[src/rtl/wheel_speed_meter.sv]
// Tone-wheel speed meter: synchronizes and glitch-filters the sensor line, counts teeth per gate window.
// Optional median-of-three output smoothing is built when WHEEL_SPEED_METER_MEDIAN_EN is defined.
module wheel_speed_meter #(
  parameter int unsigned GATE_CYCLES   = 1000,
  parameter int unsigned MIN_HIGH      = 2,
  parameter int unsigned STALL_WINDOWS = 4
) (
  input  logic       clk,
  input  logic       reset,
  input  logic       enable,
  input  logic       tone_pulse,
  output logic [7:0] wheel_speed,
  output logic       speed_valid,
  output logic       saturated,
  output logic       stalled
);

  typedef enum logic [1:0] {IDLE, MEASURE, PUBLISH} state_t;

  localparam logic [15:0] GATE_LAST = 16'(GATE_CYCLES - 1);
  localparam logic [4:0]  HIGH_HIT  = 5'(MIN_HIGH);
  localparam logic [4:0]  HIGH_MAX  = 5'(MIN_HIGH + 1);
  localparam logic [3:0]  STALL_TH  = 4'(STALL_WINDOWS);

  logic        sync1_q, sync2_q;
  logic [4:0]  high_cnt_q, high_cnt_d;
  logic        tooth;
  state_t      state_q, state_d;
  logic [15:0] gate_cnt_q, gate_cnt_d;
  logic [7:0]  pulse_cnt_q, pulse_cnt_d;
  logic [7:0]  pulse_inc;
  logic [3:0]  zero_cnt_q, zero_cnt_d;
  logic [7:0]  speed_q, speed_d;
  logic        valid_q, valid_d;
  logic        sat_q, sat_d;
  logic [7:0]  publish_val;

  always_ff @(posedge clk) begin
    if (!reset) begin
      sync1_q <= 1'b0;
      sync2_q <= 1'b0;
    end else begin
      sync1_q <= tone_pulse;
      sync2_q <= sync1_q;
    end
  end

  // The high counter parks one above MIN_HIGH so a long pulse yields a single tooth.
  always_comb begin
    high_cnt_d = high_cnt_q;
    if (!sync2_q) begin
      high_cnt_d = '0;
    end else if (high_cnt_q != HIGH_MAX) begin
      high_cnt_d = high_cnt_q + 5'd1;
    end
  end

  assign tooth     = (high_cnt_q == HIGH_HIT);
  assign pulse_inc = (tooth && (pulse_cnt_q != 8'hFF)) ? pulse_cnt_q + 8'd1 : pulse_cnt_q;

`ifdef WHEEL_SPEED_METER_MEDIAN_EN
  logic [7:0] hist1_q, hist2_q;

  function automatic logic [7:0] median3(input logic [7:0] a, input logic [7:0] b,
                                         input logic [7:0] c);
    logic ab, bc, ac;
    ab = (a >= b);
    bc = (b >= c);
    ac = (a >= c);
    if (ab == bc) begin
      return b;
    end else if (!ab) begin
      return ac ? a : c;
    end else begin
      return ac ? c : a;
    end
  endfunction

  always_ff @(posedge clk) begin
    if (!reset) begin
      hist1_q <= '0;
      hist2_q <= '0;
    end else if (state_q == PUBLISH) begin
      hist1_q <= pulse_cnt_q;
      hist2_q <= hist1_q;
    end
  end

  assign publish_val = median3(pulse_cnt_q, hist1_q, hist2_q);
`else
  assign publish_val = pulse_cnt_q;
`endif

  always_comb begin
    state_d     = state_q;
    gate_cnt_d  = gate_cnt_q;
    pulse_cnt_d = pulse_cnt_q;
    zero_cnt_d  = zero_cnt_q;
    speed_d     = speed_q;
    sat_d       = sat_q;
    valid_d     = 1'b0;
    case (state_q)
      IDLE: begin
        gate_cnt_d  = '0;
        pulse_cnt_d = '0;
        if (enable) begin
          state_d = MEASURE;
        end
      end
      MEASURE: begin
        if (!enable) begin
          state_d     = IDLE;
          gate_cnt_d  = '0;
          pulse_cnt_d = '0;
        end else begin
          pulse_cnt_d = pulse_inc;
          if (gate_cnt_q == GATE_LAST) begin
            state_d = PUBLISH;
          end else begin
            gate_cnt_d = gate_cnt_q + 16'd1;
          end
        end
      end
      PUBLISH: begin
        valid_d    = 1'b1;
        speed_d    = publish_val;
        sat_d      = (pulse_cnt_q == 8'hFF);
        gate_cnt_d = '0;
        if (pulse_cnt_q == 8'd0) begin
          zero_cnt_d = (zero_cnt_q == 4'hF) ? 4'hF : zero_cnt_q + 4'd1;
        end else begin
          zero_cnt_d = '0;
        end
        // A tooth landing here belongs to the window that starts next cycle.
        pulse_cnt_d = (enable && tooth) ? 8'd1 : 8'd0;
        state_d     = enable ? MEASURE : IDLE;
      end
      default: begin
        state_d     = IDLE;
        gate_cnt_d  = '0;
        pulse_cnt_d = '0;
      end
    endcase
  end

  always_ff @(posedge clk) begin
    if (!reset) begin
      state_q     <= IDLE;
      high_cnt_q  <= '0;
      gate_cnt_q  <= '0;
      pulse_cnt_q <= '0;
      zero_cnt_q  <= '0;
      speed_q     <= '0;
      sat_q       <= 1'b0;
      valid_q     <= 1'b0;
    end else begin
      state_q     <= state_d;
      high_cnt_q  <= high_cnt_d;
      gate_cnt_q  <= gate_cnt_d;
      pulse_cnt_q <= pulse_cnt_d;
      zero_cnt_q  <= zero_cnt_d;
      speed_q     <= speed_d;
      sat_q       <= sat_d;
      valid_q     <= valid_d;
    end
  end

  assign wheel_speed = speed_q;
  assign speed_valid = valid_q;
  assign saturated   = sat_q;
  assign stalled     = (zero_cnt_q >= STALL_TH);

endmodule

[config.mk]
export PLATFORM = sky130hd
export DESIGN_NAME = wheel_speed_meter
export DESIGN_NICKNAME = d
export VERILOG_FILES = /design/src/rtl/wheel_speed_meter.sv
export SDC_FILE = /design/constraint.sdc
export NUM_CORES = 1
export LEC_CHECK = 0
export CORE_MARGIN = 2
export CORE_UTILIZATION = 51
export DETAILED_ROUTE_END_ITERATION = 6
export HOLD_SLACK_MARGIN = 0.03
export PLACE_DENSITY = 0.76
export SYNTH_ARGS = -nofsm -noshare
export SYNTH_HDL_FRONTEND = slang
export SYNTH_SLANG_ARGS = --single-unit
[constraint.sdc]
create_clock -name clk -period 1.9 [get_ports clk]
set_input_delay 0.38 -clock clk [delete_from_list [all_inputs] [get_ports clk]]
set_output_delay 0.38 -clock clk [all_outputs]
set_load 0.01 [all_outputs]
==> impl_metrics.yaml <==
global_routing:
  grt_start_max_net_pins: 16
  overflow: 0
  antenna_found_initial: 0
  grt_pass1_vias: 1772
  grt.total_usage: 0.189
  grt_pass1_wl_um: 7880
status:
  status: "finished, final reports clean"
drt:
  drt_iter0_markers: 122
  wl_per_cell_um: 13.2
  via_per_inst: 5.70
  ant_nets: 0
  num_vias: 1922
  wirelength_um: 4440
  dr.pass1.iters: 4
  drc: 0
floorplanning:
  die_area_sq_mm: 0.00508
  fp.dieH_um: 71.3
  die_w_um: 71.3
  ios: 15
  initial_core_util: 0.530
  core_sq_mm: 0.00435
  num_rows: 24
critical_path:
  path_class: "flop to output port"
  worstPathCellList: "or2_2 > clkdlybuf4s50_1"
  critPathMaxFanout: 6
  end_kind: "output port"
  crit_family: "buffers and inverters"
  critPathBufInv: 1
  start_kind: "flop"
  cpMaxStageDelayCell: "clkdlybuf4s50_1"
  critPathRequiredTime_ns: 1.52
  critPathMaxStageDelay_ns: 0.47
  arrival_ns: 1.44
clock_tree:
  numCtsBuffers: 5
  cts.sinks: 47
  clock_path_buffers: 2
  h-tree-depth: 2
  cts_root_buffer: "clkbuf_8"
  insertion_delay_ns: 0.30
  hold_buffers: 0
  path_clk_slew_ns: 0.09
  cts_resized: 0
  cts_tree: "done"
  post-cts-setup-buffers: 0
timing:
  relSlewSlack: 0.693
  max_freq_ghz: 0.551
  tightest_slew_ns: 0.456
  grt_setup_unrepaired: "false"
  setup_tns_ns: 0
  hold_viol: 0
  finalMaxSlewViolations: 0
  skew_ns: 0.00989
  min_period_ns: 1.82
  min_period_over_period: 0.956
  whs_ns: 0.442
  setup_violations: 0
synth:
  ys_seq_area_frac: 0.407
  yosysUniqueCellTypes: 50
  synth_edf_count: 0
  syn-num-nets: 277
  synth_top_cell_by_area: "dfxtp_1"
  synthTopCellsByCount: "47 x dfxtp_1, 21 x nor2_1, 20 x nand2_1"
  synthDominantCellAreaShare: 0.407
  synth_seq_cells: 47
  synth_top_flop_cell: "dfxtp_1"
  netlist_instances: 263
  async_reset_ff_frac: 0
  syn_area_sq_mm: 0.00231
  ys_warn_count: 0
  synthTopCellsByArea: "dfxtp_1 41%, ha_1 5.4%, mux2i_1 4.3%"
  avgSynthCellArea_sq_um: 8.78
  synth_most_common_cell: "dfxtp_1"
finish:
  areaGrowthSynthToFinish_pct: 16.0
  layout-drive-gt1-share: 0.0842
  n_antenna_cell: 0
  fillers: 391
  stdcell_count: 337
  final_area_sq_mm: 0.00268
  finalNetCount: 298
pwr:
  cellLeakagePower_uw: 0.000910
  p_per_area_mw_per_mm2: 739
  ir_drop_mv: 0.488
flow_run:
  cap_violations: 0
placed_design:
  gp_congestion: 0.782
  dpl-instance-area_sq_mm: 0.00255
  port_buffers: 14
  post-dp-hpwl_um: 3220
  placed_cells: 329
min_path:
  min_path_type: "flop to flop"
[kinds of logic (layout without fill, tap and decap cells)]
logic type      Yosys count  after routing  synth area share
fa+ha+maj                10             10            0.0542
mux                      10             10            0.0433
buf+inv                  18             40            0.0298
flops                    47             47             0.407
xor+xnor                 14             14            0.0531
compound gates           45             45             0.122
simple gates            119            119             0.290
[worst reg2reg max path: stages, from the launching register on]
cell and delay, ns:
dfxtp_1 0.35, inv_1 0.07, ha_1 0.15, or4b_1 0.52
a21oi_2 0.28, nand3_1 0.13, o31ai_1 0.20
[through the flow]
stage,util,power [uW],setup slack [ns]
after detailed placement,0.585,1150,0.145
after floorplan,-,1110,0.321
after CTS,0.616,2000,0.0754
after global placement,0.585,1150,0.173
final,0.616,1980,0.0844
after global routing,0.616,2050,0.0186
[area by class of cell]
type / count / area, sq um / share of cell area
multi-input cells: 198 / 1300 / 0.485
flip-flops and latches: 47 / 941 / 0.351
repair buffers: 23 / 208 / 0.0775
clock buffers: 6 / 72.6 / 0.0271
well taps: 52 / 65.1 / 0.0243
clock inverters: 2 / 60.1 / 0.0224
inverters: 9 / 33.8 / 0.0126
[power breakdown]
| group | internal (uW) | switching [uW] |
|---|---|---|
| clock | 526 | 323 |
| sequential | 993 | 8.46 |
| combinational | 56.8 | 74.3 |
| total | 1580 | 406 |
[final timing paths]
kind | start | endpoint | slack [ns] | depth (start not counted)
worst max-delay path | zero_cnt_q[2] | stalled | 0.08 | 2
worst min-delay path | sync1_q | sync2_q | 0.44 | 1
worst max register to register | high_cnt_q[0] | publish_val[5] | 0.12 | 6
worst min register to register | sync1_q | sync2_q | 0.44 | 1
[layout by cell type, fill, tap and decap left out, types with 7 or more instances in the layout]
master | Yosys | layout
inv_1 | 9 | 9
clkdlybuf4s50_1 | 0 | 14
xor2_1 | 7 | 7
o21ai_0 | 12 | 12
buf_4 | 0 | 9
dfxtp_1 | 47 | 47
and2_1 | 7 | 7
nand4_1 | 9 | 9
nand3_1 | 16 | 16
a21oi_1 | 12 | 12
nor2b_1 | 10 | 10
nand2_1 | 20 | 20
mux2i_1 | 10 | 10
xnor2_1 | 7 | 7
ha_1 | 10 | 10
nor2_1 | 21 | 21
[per-layer routing]
layer	global-route usage	wire length, um
met5	0	0
met4	0.0545	46
met1	0.261	2170
met3	0.0492	216
met2	0.293	2000
[state kept, by name, summed over array words and instances, names as in the netlist]
signal and count:
sync2_q 1, wheel_speed 8, high_cnt_q 5, gate_cnt_q 16
zero_cnt_q 4, speed_valid 1, sync1_q 1, publish_val 8
state_q 2, saturated 1
Power figures use the tool's default switching activity.
